[src/rtl/lava_pkg.sv]
// Shared scheduler types, the Q16.15 unit constant and the saturating adder
// used to accumulate metaball field contributions.
package lava_pkg;

  typedef enum logic [2:0] {
    ST_IDLE,
    ST_STROBE,
    ST_WAIT,
    ST_WRITE,
    ST_MOVE
  } sched_state_e;

  localparam logic [31:0] ONE = 32'h0000_8000;

  function automatic logic [31:0] sat_add32(input logic [31:0] a, input logic [31:0] b);
    logic [32:0] s;
    s = {1'b0, a} + {1'b0, b};
    return s[32] ? 32'hFFFF_FFFF : s[31:0];
  endfunction

endpackage

[src/rtl/metaball_sched_contrib_sum.sv]
// Combinational unsigned saturating sum of N_BALLS packed 32-bit contributions.
module contrib_sum
  import lava_pkg::*;
#(
  parameter int N_BALLS = 4
) (
  input  logic [N_BALLS*32-1:0] contrib_i,
  output logic [31:0]           sum_o
);

  logic [31:0] acc;

  always_comb begin
    acc = '0;
    for (int i = 0; i < N_BALLS; i++) begin
      acc = sat_add32(acc, contrib_i[32*i +: 32]);
    end
  end

  assign sum_o = acc;

endmodule

[src/rtl/metaball_sched.sv]
// Raster scheduler: strobes every metaball per pixel, sums contributions, writes the lit bit.
// Defining METABALL_SCHED_TIMEOUT_EN adds a WAIT timeout and a sticky err output.
module metaball_sched
  import lava_pkg::*;
#(
  parameter int          N_BALLS = 4,
  parameter int          DISP_W  = 32,
  parameter int          DISP_H  = 64,
  parameter logic [31:0] THRESH  = ONE
) (
  input  logic                             clk,
  input  logic                             rst,
  input  logic                             frame_tick,
  output logic                             px_stb,
  output logic [31:0]                      p_x,
  output logic [31:0]                      p_y,
  input  logic [N_BALLS-1:0]               vld,
  input  logic [N_BALLS*32-1:0]            contrib,
  output logic                             mov_en,
  output logic                             fb_we,
  output logic [$clog2(DISP_W*DISP_H)-1:0] fb_addr,
  output logic                             fb_data,
  output logic                             busy,
  output logic                             frame_done
`ifdef METABALL_SCHED_TIMEOUT_EN
  ,
  output logic                             err
`endif
);

  localparam int CW = (DISP_W > 1) ? $clog2(DISP_W) : 1;
  localparam int RW = (DISP_H > 1) ? $clog2(DISP_H) : 1;
  localparam int AW = $clog2(DISP_W*DISP_H);

  // IDLE: wait tick | STROBE: pulse px_stb | WAIT: collect vld | WRITE: fb write | MOVE: advance balls
  sched_state_e state_q, state_d;

  logic [CW-1:0]         col_q, col_d;
  logic [RW-1:0]         row_q, row_d;
  logic [AW-1:0]         addr_q, addr_d;
  logic [31:0]           sum_q, sum_d;
  logic                  guard_q;
  logic [N_BALLS*32-1:0] contrib_m;
  logic [31:0]           sum_w;
  logic                  vld_ok, accept, last_col, last_row;

  for (genvar g = 0; g < N_BALLS; g++) begin : g_mask
    assign contrib_m[32*g +: 32] = contrib[32*g +: 32] & {32{vld[g]}};
  end

  contrib_sum #(.N_BALLS(N_BALLS)) u_sum (
    .contrib_i (contrib_m),
    .sum_o     (sum_w)
  );

  assign vld_ok   = (&vld) && !guard_q;
  assign last_col = (col_q == CW'(DISP_W - 1));
  assign last_row = (row_q == RW'(DISP_H - 1));

`ifdef METABALL_SCHED_TIMEOUT_EN
  logic [6:0] tmo_q, tmo_d;
  logic       err_q, expired;

  assign expired = (state_q == ST_WAIT) && !vld_ok && (tmo_q == '0);
  assign accept  = (state_q == ST_WAIT) && (vld_ok || (tmo_q == '0));

  always_comb begin
    tmo_d = tmo_q;
    if (state_q == ST_STROBE) begin
      tmo_d = 7'd63;
    end else if ((state_q == ST_WAIT) && (tmo_q != '0)) begin
      tmo_d = tmo_q - 7'd1;
    end
  end

  always_ff @(posedge clk) begin
    if (rst) begin
      tmo_q <= '0;
      err_q <= 1'b0;
    end else begin
      tmo_q <= tmo_d;
      err_q <= err_q | expired;
    end
  end

  assign err = err_q;
`else
  assign accept = (state_q == ST_WAIT) && vld_ok;
`endif

  always_ff @(posedge clk) begin
    if (rst) begin
      state_q <= ST_IDLE;
    end else begin
      state_q <= state_d;
    end
  end

  always_comb begin
    state_d = state_q;
    case (state_q)
      ST_IDLE:   if (frame_tick) state_d = ST_STROBE;
      ST_STROBE: state_d = ST_WAIT;
      ST_WAIT:   if (accept) state_d = ST_WRITE;
      ST_WRITE:  state_d = (last_col && last_row) ? ST_MOVE : ST_STROBE;
      ST_MOVE:   state_d = ST_IDLE;
      default:   state_d = ST_IDLE;
    endcase
  end

  always_comb begin
    px_stb     = 1'b0;
    fb_we      = 1'b0;
    mov_en     = 1'b0;
    frame_done = 1'b0;
    case (state_q)
      ST_STROBE: px_stb = 1'b1;
      ST_WRITE:  fb_we  = 1'b1;
      ST_MOVE: begin
        mov_en     = 1'b1;
        frame_done = 1'b1;
      end
      default: ;
    endcase
  end

  always_comb begin
    col_d  = col_q;
    row_d  = row_q;
    addr_d = addr_q;
    sum_d  = sum_q;
    if ((state_q == ST_IDLE) && frame_tick) begin
      col_d  = '0;
      row_d  = '0;
      addr_d = '0;
    end
    if (accept) sum_d = sum_w;
    // The write address runs alongside col/row, so no row*DISP_W multiply is needed.
    if ((state_q == ST_WRITE) && !(last_col && last_row)) begin
      addr_d = addr_q + AW'(1);
      if (last_col) begin
        col_d = '0;
        row_d = row_q + RW'(1);
      end else begin
        col_d = col_q + CW'(1);
      end
    end
  end

  always_ff @(posedge clk) begin
    if (rst) begin
      col_q   <= '0;
      row_q   <= '0;
      addr_q  <= '0;
      sum_q   <= '0;
      guard_q <= 1'b0;
    end else begin
      col_q   <= col_d;
      row_q   <= row_d;
      addr_q  <= addr_d;
      sum_q   <= sum_d;
      guard_q <= (state_q == ST_STROBE);
    end
  end

  assign busy    = (state_q != ST_IDLE);
  assign fb_data = fb_we && (sum_q >= THRESH);
  assign fb_addr = addr_q;
  assign p_x     = 32'(col_q) << 15;
  assign p_y     = 32'(row_q) << 15;

endmodule

[config.mk]
export PLATFORM = sky130hd
export DESIGN_NAME = metaball_sched
export DESIGN_NICKNAME = d
export VERILOG_FILES = /design/src/rtl/lava_pkg.sv /design/src/rtl/metaball_sched_contrib_sum.sv /design/src/rtl/metaball_sched.sv
export SDC_FILE = /design/constraint.sdc
export NUM_CORES = 1
export LEC_CHECK = 0
export BUFFER_PORTS_ARGS = -buffer_cell sky130_fd_sc_hd__buf_2
export CAP_MARGIN = 15
export CORE_MARGIN = 2
export CORE_UTILIZATION = 45
export CTS_CLUSTER_DIAMETER = 120
export DETAILED_ROUTE_END_ITERATION = 10
export GPL_TIMING_DRIVEN = 0
export MAX_ROUTING_LAYER = met4
export PLACE_DENSITY = 0.76
export SYNTH_ARGS = -nofsm -noshare
export SYNTH_HDL_FRONTEND = slang
export SYNTH_HIERARCHICAL = 1
export SYNTH_SLANG_ARGS = --single-unit
export TNS_END_PERCENT = 20
[constraint.sdc]
create_clock -name clk -period 10.6 [get_ports clk]
set_input_delay 1.06 -clock clk [delete_from_list [all_inputs] [get_ports clk]]
set_output_delay 1.06 -clock clk [all_outputs]
set_load 0.05 [all_outputs]
## Word-level counts from Yosys, hierarchy flattened

Cells that the tools add are included.

| storage, ports and cells | value |
|---|---|
| bits in registers | 58 |
| logic and storage cells | 56 |
| input bits | 135 |
| output and inout port bits | 81 |

| cells by class | value |
|---|---|
| equality and inequality tests | 8 |
| mux-type cells | 18 |
| bitwise operators | 4 |
| $add $sub $neg | 6 |
| reduce and logical (&&, ||, !) cells | 13 |
| magnitude comparators | 1 |

Operators with widths:

| operator | number |
|---|---|
| 32-bit bitwise AND | 4 |
| 32-bit by 32-bit adder with 33-bit output | 3 |
| 32-bit 2-to-1 mux | 3 |
| 32-bit by 16-bit greater-or-equal comparator with 1-bit output (second input constant) | 1 |
| 11-bit 2-to-1 mux | 2 |
| 6-bit 2-to-1 mux | 3 |
| 5-bit 2-to-1 mux | 3 |
| 3-bit one-hot mux with 4 select lines | 1 |
| 11-bit by 1-bit adder with 11-bit output (second input constant) | 1 |
| 3-bit 2-to-1 mux | 3 |
| 6-bit by 1-bit adder with 6-bit output (second input constant) | 1 |
| 3-bit by 2-bit == test with 1-bit output (second input constant) | 2 |
| 6-bit == test (second input constant) | 1 |
| 1-bit logical AND | 6 |
| 5-bit by 1-bit adder with 5-bit output (second input constant) | 1 |
| 5-bit == test (second input constant) | 1 |
| 2-bit != test (second input constant) | 2 |
| 4-bit AND reduction | 1 |
| 3-bit by 1-bit == test with 1-bit output (second input constant) | 1 |
| 3-bit == test (second input constant) | 1 |
| 3-bit zero test | 1 |
| 1-bit 2-to-1 mux | 3 |
| 3-bit nonzero test | 1 |
| 1-bit zero test | 2 |
| other kinds (2) | 2 |

## Logic depth before layout (Yosys ltp)

Gate-level depths: netlist of the first run.

| depth | value |
|---|---|
| depth in word-level cells | 7 |
| depth in mapped cells | 38 |
| depth with buffers taken out | 33 |

## Hierarchy

The synthesis of the first run kept the hierarchy.

By module, submodules not included:

| module | seq. area each (um^2) | cells each | area each (um^2) | instances |
|---|---|---|---|---|
| contrib_sum | 0.0 | 816 | 5,551.6 | 1 |
| metaball_sched | 860.8 | 441 | 3,271.9 | 1 |

## Least setup slack after synthesis of the first run

No wires, ideal clock.

| path | value |
|---|---|
| path kind | input-to-reg |
| from | input port vld[0] |
| to | register sum_q[29] |
| data required time | 10.530 ns |
| data arrival time | 7.315 ns |
| library setup time | 0.070 ns |
| cell stages on the path | 33 |
| buffers on the path | 6 |
| setup slack | 3.215 ns |
| cell sequence | clkbuf_1 and2_1 ha_1 fa_1 a21o_1 nand4_1 nand4_1 a21oi_1 o211ai_1 a21oi_2 buf_4 buf_4 nand2_1 ha_1 clkbuf_1 nand4_1 or3_1 a211o_1 nand3_1 a21oi_1 buf_2 buf_2 nand2_1 ha_1 a21o_1 a221oi_1 nand3b_1 a31o_2 a31oi_1 mux2_2 o31ai_1 nand2_1 a21oi_1 |

| on the way | value |
|---|---|
| word-level cells in the longest chain between the ends | 7 |
| elaborated cells between the ends (all ways) | 10 |
| those cells by class | 3 x add/sub; 3 x mux; 1 x bitwise; 3 x reduce/logical |

Ends and longest elaborated chain:

| element | line | RTL |
|---|---|---|
| start, declared | metaball_sched.sv:17 | `input logic [N_BALLS-1:0] vld,` |
| 32-bit bitwise AND | metaball_sched.sv:48 | `assign contrib_m[32*g +: 32] = contrib[32*g +: 32] & {32{vld[g]}};` |
| via contrib_m[0] | metaball_sched.sv:43 | `logic [N_BALLS*32-1:0] contrib_m;` |
| 32-bit by 32-bit adder with 33-bit output | lava_pkg.sv:17 | `s = {1'b0, a} + {1'b0, b};` |
| 32-bit 2-to-1 mux | lava_pkg.sv:18 | `return s[32] ? 32'hFFFF_FFFF : s[31:0];` |
| 32-bit by 32-bit adder with 33-bit output | lava_pkg.sv:17 |  |
| 32-bit 2-to-1 mux | lava_pkg.sv:18 |  |
| 32-bit by 32-bit adder with 33-bit output | lava_pkg.sv:17 |  |
| 32-bit 2-to-1 mux | lava_pkg.sv:18 |  |
| via sum_w[29] | metaball_sched.sv:44 | `logic [31:0] sum_w;` |
| end signal, assigned | metaball_sched.sv:161 | `sum_q <= sum_d;` |
| end, declared | metaball_sched.sv:41 | `logic [31:0] sum_q, sum_d;` |

The timed path passes the listed nets, and every way through them passes these cells.
A chain may end at the register's enable or synchronous reset.

## Worst setup path after layout of the first run

| path | value |
|---|---|
| from | input port vld[1] |
| to | register sum_q[29] |

Same word-level chain as after synthesis.

==> results.sh, run 1 <==
export IMPL_slowest_delay_ns=0.43
export IMPL_met2_length_mm=10.7
export IMPL_grt_max_degree=13
export IMPL_fillers=1879
export IMPL_cp_start_kind="input port"
export IMPL_fin_skew_ns=0.00757
export IMPL_wl_mm=21.8
export IMPL_finish_net_count=1677
export IMPL_drtPass1Iterations=5
export IMPL_vias_per_cell=5.29
export IMPL_cts_buffers=5
export IMPL_synthCells=1216
export IMPL_relSlewSlack=0.626
export IMPL_grt_remaining_overflow=0
export IMPL_peakVddDrop_mv=0.0680
export IMPL_required_ns=10.81
export IMPL_path_clk_slew_ns=0.06
export IMPL_setup_tns_ns=0
export IMPL_fp_dieW_um=142
export IMPL_drc_errors=0
export IMPL_io_buffers=161
export IMPL_grt_pass1_vias=8026
export IMPL_dr_wl_met3_um=988
export IMPL_fmax_ghz=0.116
export IMPL_power_density_mw_per_mm2=114
export IMPL_start_util=0.459
export IMPL_io_pins=216
export IMPL_cts_max_level=2
export IMPL_hold_path_class="reg -> reg"
export IMPL_post_cts_resized=0
export IMPL_cp_slowest_cell="a21oi_1"
export IMPL_report_power_total_w=0.00114
export IMPL_path_class="in -> reg"
export IMPL_hold_violations=0
export IMPL_drv_slew=0
export IMPL_cts_sinks=43
export IMPL_grt_usage=0.216
export IMPL_clock_root_buffer="clkbuf_16"
export IMPL_cp_max_fo=10
export IMPL_endpoint_kind="register"
export IMPL_wl_per_cell_um=13.1
export IMPL_power_leakage_nw=4.94
export IMPL_antenna_found_initial=1
export IMPL_cts_tree="built"
export IMPL_cts_buffer_depth=2
export IMPL_place_congestion=0.928
export IMPL_num_vias=8847
export IMPL_die_area_mm2=0.0202
export IMPL_yosysWarnings=6
export IMPL_cts_setup_buffers=0
export IMPL_dp_hpwl_mm=18.7
export IMPL_whs_ns=0.454
export IMPL_critPathArrivalTime_ns=8.86
export IMPL_clock_latency_ns=0.28
export IMPL_cts_hold_buf=0
export IMPL_syn_avg_cell_area_um2=7.06
export IMPL_period_share=0.816
export IMPL_fp_dieH_um=142
export IMPL_met1_length_mm=9.91
export IMPL_drtIter0Drc=444
export IMPL_syn2layout_area_growth_pct=17.0
export IMPL_top_layer="met4"
export IMPL_grt_pass1_wl_mm=36.1
export IMPL_drive_gt1_frac=0.189
export IMPL_drv_cap=0
export IMPL_setup_violations_final=0
export IMPL_final_util=0.537
export IMPL_outcome="complete, no violations"
export IMPL_worst_pin_slew_ns=0.546
export IMPL_postRouteAntennaNets=0
export IMPL_netlist_area_mm2=0.00858
export IMPL_rows=50
export IMPL_min_period_ns=8.65
export IMPL_coreArea_mm2=0.0187
export IMPL_rsz0062_at_grt="false"
cell type report:
type                            count  area, um2  share of cell area
Multi-Input combinational cell   1092       7150               0.713
Sequential cell                    43        861              0.0858
Timing Repair Buffer              161        806              0.0803
Buffer                            111        681              0.0678
Tap cell                          234        293              0.0292
Clock buffer                        6        129              0.0128
Inverter                           22       83.8             0.00835
Clock inverter                      1       30.0             0.00299
Antenna cell                        1       2.50            0.000249
cells in the final DEF, fill, tap and decap left out, drive strengths merged, types with 12 or more instances in the layout:
cell / n
clkbuf: 42
and2: 137
a21oi: 118
xnor2: 29
nor3: 22
nand4: 16
dfxtp: 43
inv: 21
o21bai: 14
nor2: 57
a211oi: 14
buf: 236
a21o: 38
and3: 20
ha: 103
xor2: 33
nand3: 38
nor2b: 12
nand2b: 19
o21a: 13
nand2: 164
conb: 53
o21ai: 57
a31oi: 16
where the power goes:
group / total (W) / internal [W] / switching, W
Clock: 0.000168 / 0.000110 / 0.0000577
Combinational: 0.000812 / 0.000332 / 0.000480
Sequential: 0.000165 / 0.000164 / 0.00000124
final timing paths:
| kind | cells after the start | from | slack [ns] | to |
|---|---|---|---|---|
| worst max-delay path | 33 | vld[1] | 1.95 | sum_q[29] |
| worst min-delay path | 2 | sum_q[17] | 0.45 | sum_q[17] |
| worst max register to register | 9 | col_q[0] | 8.15 | col_q[3] |
| worst min register to register | 2 | sum_q[17] | 0.45 | sum_q[17] |
per-stage QoR:
stage / cells / setup WS [ns] / instance area, um2
2_1_floorplan: 1268 / 3.26 / 8780
3_3_place_gp: 1663 / 1.72 / 9880
5_1_grt: 1671 / 1.25 / 10000
3_5_place_dp: 1663 / 1.58 / 9880
6_report: 1671 / 1.95 / 10000
4_1_cts: 1670 / 1.85 / 10000
state kept, by name (all words and copies together) (netlist names):
signal / count
col_q: 5
fb_addr: 11
guard_q: 1
row_q: 6
state_q: 3
sum_q: 17
per-layer routing:
layer	track usage	vias up
li1	-	4690
met1	0.273	3894
met2	0.385	244
met3	0.0124	19
met4	0.0358	0
met5	-	-
critical path: cells and delay by family:
family                   cells  cell delay [ns]
AO/OA/AOI/OAI               15             3.85
adder cells (fa/ha/maj)      4             1.33
buffers and inverters        6             1.26
multiplexers                 1             0.37
AND/OR/NAND/NOR              7             0.97
(Power assumes the default switching activity.)
==> inputs of run 2 (changes only) <==
--- a/config.mk
+++ b/config.mk
@@ -13,7 +13,7 @@
 export DETAILED_ROUTE_END_ITERATION = 10
 export GPL_TIMING_DRIVEN = 0
 export MAX_ROUTING_LAYER = met4
-export PLACE_DENSITY = 0.76
+export PLACE_DENSITY = 0.79
 export SYNTH_ARGS = -nofsm -noshare
 export SYNTH_HDL_FRONTEND = slang
 export SYNTH_HIERARCHICAL = 1
==> constraint.sdc (replaced) <==
create_clock -name clk -period 7.15 [get_ports clk]
set_input_delay 0.715 -clock clk [delete_from_list [all_inputs] [get_ports clk]]
set_output_delay 0.715 -clock clk [all_outputs]
set_load 0.05 [all_outputs]
==> results.sh, run 2 (same netlist as run 1, synthesis figures left out) <==
export IMPL_io_pins=216
export IMPL_start_util=0.459
export IMPL_setup_violations_final=0
export IMPL_die_area_mm2=0.0202
export IMPL_hold_violations=0
export IMPL_drv_cap=0
export IMPL_cp_slowest_cell="a2111o_1"
export IMPL_relSlewSlack=0.638
export IMPL_grt_remaining_overflow=0
export IMPL_drive_gt1_frac=0.246
export IMPL_worst_pin_slew_ns=0.529
export IMPL_wl_mm=23.3
export IMPL_grt_max_degree=14
export IMPL_cts_buffers=5
export IMPL_report_power_total_w=0.00189
export IMPL_io_buffers=161
export IMPL_vias_per_cell=5.44
export IMPL_critPathArrivalTime_ns=7.20
export IMPL_cp_buffers_inverters=6
export IMPL_fmax_ghz=0.143
export IMPL_post_dp_cell_area_mm2=0.00988
export IMPL_instances_no_fill=1683
export IMPL_antenna_found_initial=0
export IMPL_design_area_mm2=0.0106
export IMPL_fin_skew_ns=0.00666
export IMPL_num_vias=9159
export IMPL_most_common_layout_cells="buf_2 (169), nand2_1 (163), and2_1 (136)"
export IMPL_rows=50
export IMPL_dp_hpwl_mm=18.8
export IMPL_crit_family="compound AO/OA/AOI/OAI gates"
export IMPL_final_common_cell="buf_2"
export IMPL_n_antenna_cell=0
export IMPL_postRouteAntennaNets=0
export IMPL_fillers=1749
export IMPL_power_leakage_nw=5.12
export IMPL_place_congestion=0.948
export IMPL_cp_max_fo=10
export IMPL_drv_slew=0
export IMPL_clock_root_buffer="clkbuf_16"
export IMPL_place_ws_ns=-1.43
export IMPL_path_class="in -> reg"
export IMPL_peakVddDrop_mv=0.129
export IMPL_period_share=0.978
export IMPL_wl_per_cell_um=13.8
export IMPL_outcome="complete, no violations"
export IMPL_largest_reg_flops=17
export IMPL_worst_slack_ns=0.159
export IMPL_drc_errors=0
export IMPL_multi_input_area_mm2=0.00754
export IMPL_cts_tree="built"
export IMPL_endpoint_kind="register"
export IMPL_finish_net_count=1689
export IMPL_grt_pass1_wl_mm=37.7
export IMPL_grt_usage=0.226
export IMPL_largest_register="sum_q"
export IMPL_rsz0062_at_grt="true"
export IMPL_cts_buffer_depth=2
export IMPL_fp_dieW_um=142
export IMPL_clock_latency_ns=0.28
export IMPL_path_clk_slew_ns=0.06
export IMPL_final_util=0.569
export IMPL_cts_sinks=43
export IMPL_slowest_delay_ns=0.44
export IMPL_coreArea_mm2=0.0187
export IMPL_drtIter0Drc=456
export IMPL_cp_start_kind="input port"
export IMPL_seq_area_um2=861
export IMPL_drtPass1Iterations=5
export IMPL_power_density_mw_per_mm2=178
export IMPL_min_period_ns=6.99
export IMPL_required_ns=7.36
export IMPL_fp_dieH_um=142
export IMPL_grt_pass1_vias=8394
export IMPL_syn2layout_area_growth_pct=24.0
export IMPL_cts_hold_buf=0
export IMPL_cts_max_level=2
export IMPL_hold_path_class="reg -> reg"
export IMPL_dp_cells=1663
run 2: through the flow:
stage | hold WS [ns] | TNS, ns
2_1_floorplan | 0.436 | 0
3_3_place_gp | 0.442 | -18.05
3_5_place_dp | 0.449 | -19.74
4_1_cts | 0.458 | 0
5_1_grt | 0.479 | -0.121
6_report | 0.454 | 0
run 2: tightest hold or removal path, delay by kind of cell (launching register included):
| kind | cells | cell delay, ns |
|---|---|---|
| AO/OA/AOI/OAI | 1 | 0.05 |
| AND/OR/NAND/NOR | 1 | 0.05 |
| flip-flops | 1 | 0.31 |
run 2: final cells by class:
class	instances	area share
clock buffers	6	0.0121
well taps	234	0.0275
clock inverters	2	0.00564
plain buffers	100	0.0651
flip-flops and latches	43	0.0809
inverters	22	0.00787
repair buffers	184	0.0925
multi-input cells	1092	0.708
run 2: routing by layer:
layer	vias up	track usage	routed length, um
li1	4701	-	-
met1	4104	0.270	9980
met2	311	0.412	11800
met3	43	0.0148	1060
met4	0	0.0579	459
met5	-	-	0
run 2: final timing paths:
path                     end  slack (ns)  depth (start not counted)       from
hold / removal     sum_q[28]        0.45                          2  sum_q[28]
setup reg to reg  fb_addr[4]        4.72                          9   col_q[0]
setup / recovery   sum_q[29]        0.16                         34     vld[1]
hold reg to reg    sum_q[28]        0.45                          2  sum_q[28]
run 2: timing repair:
item / CTS / global route
buffers inserted: 9 / 13
gates cloned: 1 / 0
resized for setup: 45 / 73
endpoints found under the setup margin: 17 / 17
pin swaps: 9 / 27
run 2: power breakdown:
part | total, W | internal (W) | switching, W | leakage, nW
clock network | 0.000290 | 0.000200 | 0.0000894 | 0.0911
registers | 0.000244 | 0.000243 | 0.00000182 | 0.347
logic | 0.00136 | 0.000584 | 0.000776 | 4.68
total | 0.00189 | 0.00103 | 0.000867 | 5.12
==> inputs of run 3 (changes only) <==
--- a/config.mk
+++ b/config.mk
@@ -11,7 +11,6 @@
 export CORE_UTILIZATION = 45
 export CTS_CLUSTER_DIAMETER = 120
 export DETAILED_ROUTE_END_ITERATION = 10
-export GPL_TIMING_DRIVEN = 0
 export MAX_ROUTING_LAYER = met4
 export PLACE_DENSITY = 0.79
 export SYNTH_ARGS = -nofsm -noshare
==> results.sh, run 3 (same netlist as run 1, synthesis figures left out) <==
export IMPL_period_share=0.954
export IMPL_endpoint_kind="register"
export IMPL_antenna_found_initial=0
export IMPL_worst_pin_slew_ns=0.792
export IMPL_postRouteAntennaNets=0
export IMPL_drtPass1Iterations=5
export IMPL_report_power_total_w=0.00178
export IMPL_cp_slowest_cell="fa_1"
export IMPL_slowest_delay_ns=0.42
export IMPL_io_pins=216
export IMPL_fin_skew_ns=0.00453
export IMPL_drv_slew=0
export IMPL_largest_register="sum_q"
export IMPL_relSlewSlack=0.472
export IMPL_required_ns=7.28
export IMPL_num_vias=8802
export IMPL_cts_tree="built"
export IMPL_min_period_ns=6.82
export IMPL_cp_start_kind="input port"
export IMPL_grt_max_degree=47
export IMPL_hold_violations=0
export IMPL_power_density_mw_per_mm2=179
export IMPL_clock_root_buffer="clkbuf_16"
export IMPL_coreArea_mm2=0.0187
export IMPL_final_common_cell="nand2_1"
export IMPL_fp_dieW_um=142
export IMPL_outcome="complete, no violations"
export IMPL_hold_path_depth=2
export IMPL_grt_usage=0.210
export IMPL_grt_remaining_overflow=0
export IMPL_design_area_mm2=0.00994
export IMPL_io_buffers=162
export IMPL_wl_per_cell_um=13.7
export IMPL_path_class="in -> reg"
export IMPL_path_clk_slew_ns=0.06
export IMPL_fillers=1811
export IMPL_cts_buffer_depth=2
export IMPL_post_dp_cell_area_mm2=0.00957
export IMPL_dp_hpwl_mm=17.9
export IMPL_final_util=0.532
export IMPL_syn2layout_area_growth_pct=15.9
export IMPL_fp_dieH_um=142
export IMPL_drive_gt1_frac=0.193
export IMPL_rows=50
export IMPL_peakVddDrop_mv=0.0998
export IMPL_r2r_cells=7
export IMPL_setup_violations_final=0
export IMPL_drv_cap=0
export IMPL_critPathArrivalTime_ns=6.95
export IMPL_vias_per_cell=5.47
export IMPL_fmax_ghz=0.147
export IMPL_hold_path_class="reg -> reg"
export IMPL_grt_pass1_wl_mm=35.6
export IMPL_finish_net_count=1616
export IMPL_drc_errors=0
export IMPL_cts_max_level=2
export IMPL_die_area_mm2=0.0202
export IMPL_cts_sinks=43
export IMPL_most_common_layout_cells="nand2_1 (164), buf_2 (160), and2_1 (137)"
export IMPL_drtIter0Drc=531
export IMPL_clock_latency_ns=0.28
export IMPL_grt_pass1_vias=7773
export IMPL_start_util=0.459
export IMPL_cts_buffers=5
export IMPL_n_antenna_cell=0
export IMPL_cp_max_fo=27
export IMPL_largest_reg_flops=17
export IMPL_place_congestion=0.936
export IMPL_power_leakage_nw=4.80
export IMPL_wl_mm=22.0
## run 3: cell types whose count changed in the layout (fill, tap and decap cells not counted), moves of 3 or more
cell / before / now
a21oi_1: 109 / 112
buf_6: 12 / 0
ha_4: 10 / 3
buf_4: 81 / 47
buf_2: 169 / 160
buf_12: 0 / 3
ha_1: 79 / 99
o21ai_1: 9 / 5
ha_2: 14 / 1
clkbuf_1: 20 / 1
o21ai_0: 40 / 46
## run 3: cell type report
class | count | area, um2 | area share
clock inverter | 1 | 30.0 | 0.00302
sequential | 43 | 861 | 0.0866
tap | 234 | 293 | 0.0294
multi-input combinational | 1092 | 7310 | 0.735
inverter | 22 | 83.8 | 0.00843
timing repair buffer | 211 | 1240 | 0.125
clock buffer | 6 | 129 | 0.0130
## run 3: repair_timing
item / in CTS / in global routing
hold endpoints to repair: 0 / 0
hold buffers: 0 / 0
endpoints found under the setup margin: 0 / 17
setup buffers: 0 / 5
gates resized for setup: 0 / 34
## run 3: routing by layer
layer | wire length, um | part of all wire | vias up | track usage
li1 | - | - | 4567 | -
met2 | 10600 | 0.48 | 260 | 0.361
met5 | 0 | 0 | - | -
met4 | 330 | 0.015 | 0 | 0.0437
met1 | 10200 | 0.46 | 3952 | 0.275
met3 | 903 | 0.041 | 23 | 0.0114
## run 3: critical path: cells and delay by family
family,cells,cell delay [ns]
AO/OA/AOI/OAI,13,2.46
adder cells (fa/ha/maj),4,1.39
AND/OR/NAND/NOR,9,1.32
buffers and inverters,4,0.72
XOR/XNOR,2,0.33
## run 3: worst paths after layout
path / startpoint / endpoint / slack (ns)
worst max-delay path: vld[0] / sum_q[26] / 0.33
worst min-delay path: sum_q[21] / sum_q[21] / 0.45
worst max register to register: col_q[0] / col_q[3] / 4.54
worst min register to register: sum_q[21] / sum_q[21] / 0.45
## run 3: power breakdown
| group | total, W | leakage, nW | switching (W) | internal, W |
|---|---|---|---|---|
| registers | 0.000248 | 0.347 | 0.00000492 | 0.000243 |
| clock network | 0.000252 | 0.0769 | 0.0000890 | 0.000163 |
| logic | 0.00128 | 4.38 | 0.000737 | 0.000544 |
## run 3: through the flow
step	setup WS (ns)	TNS, ns	instances	hold WS [ns]
final	0.326	0	1609	0.453
after global routing	-0.109	-0.934	1609	0.479
after CTS	0.188	0	1603	0.455
after detailed placement	-0.0763	-0.373	1596	0.447
after global placement	0.0346	0	1596	0.443
after floorplan	0.152	0	1268	0.436
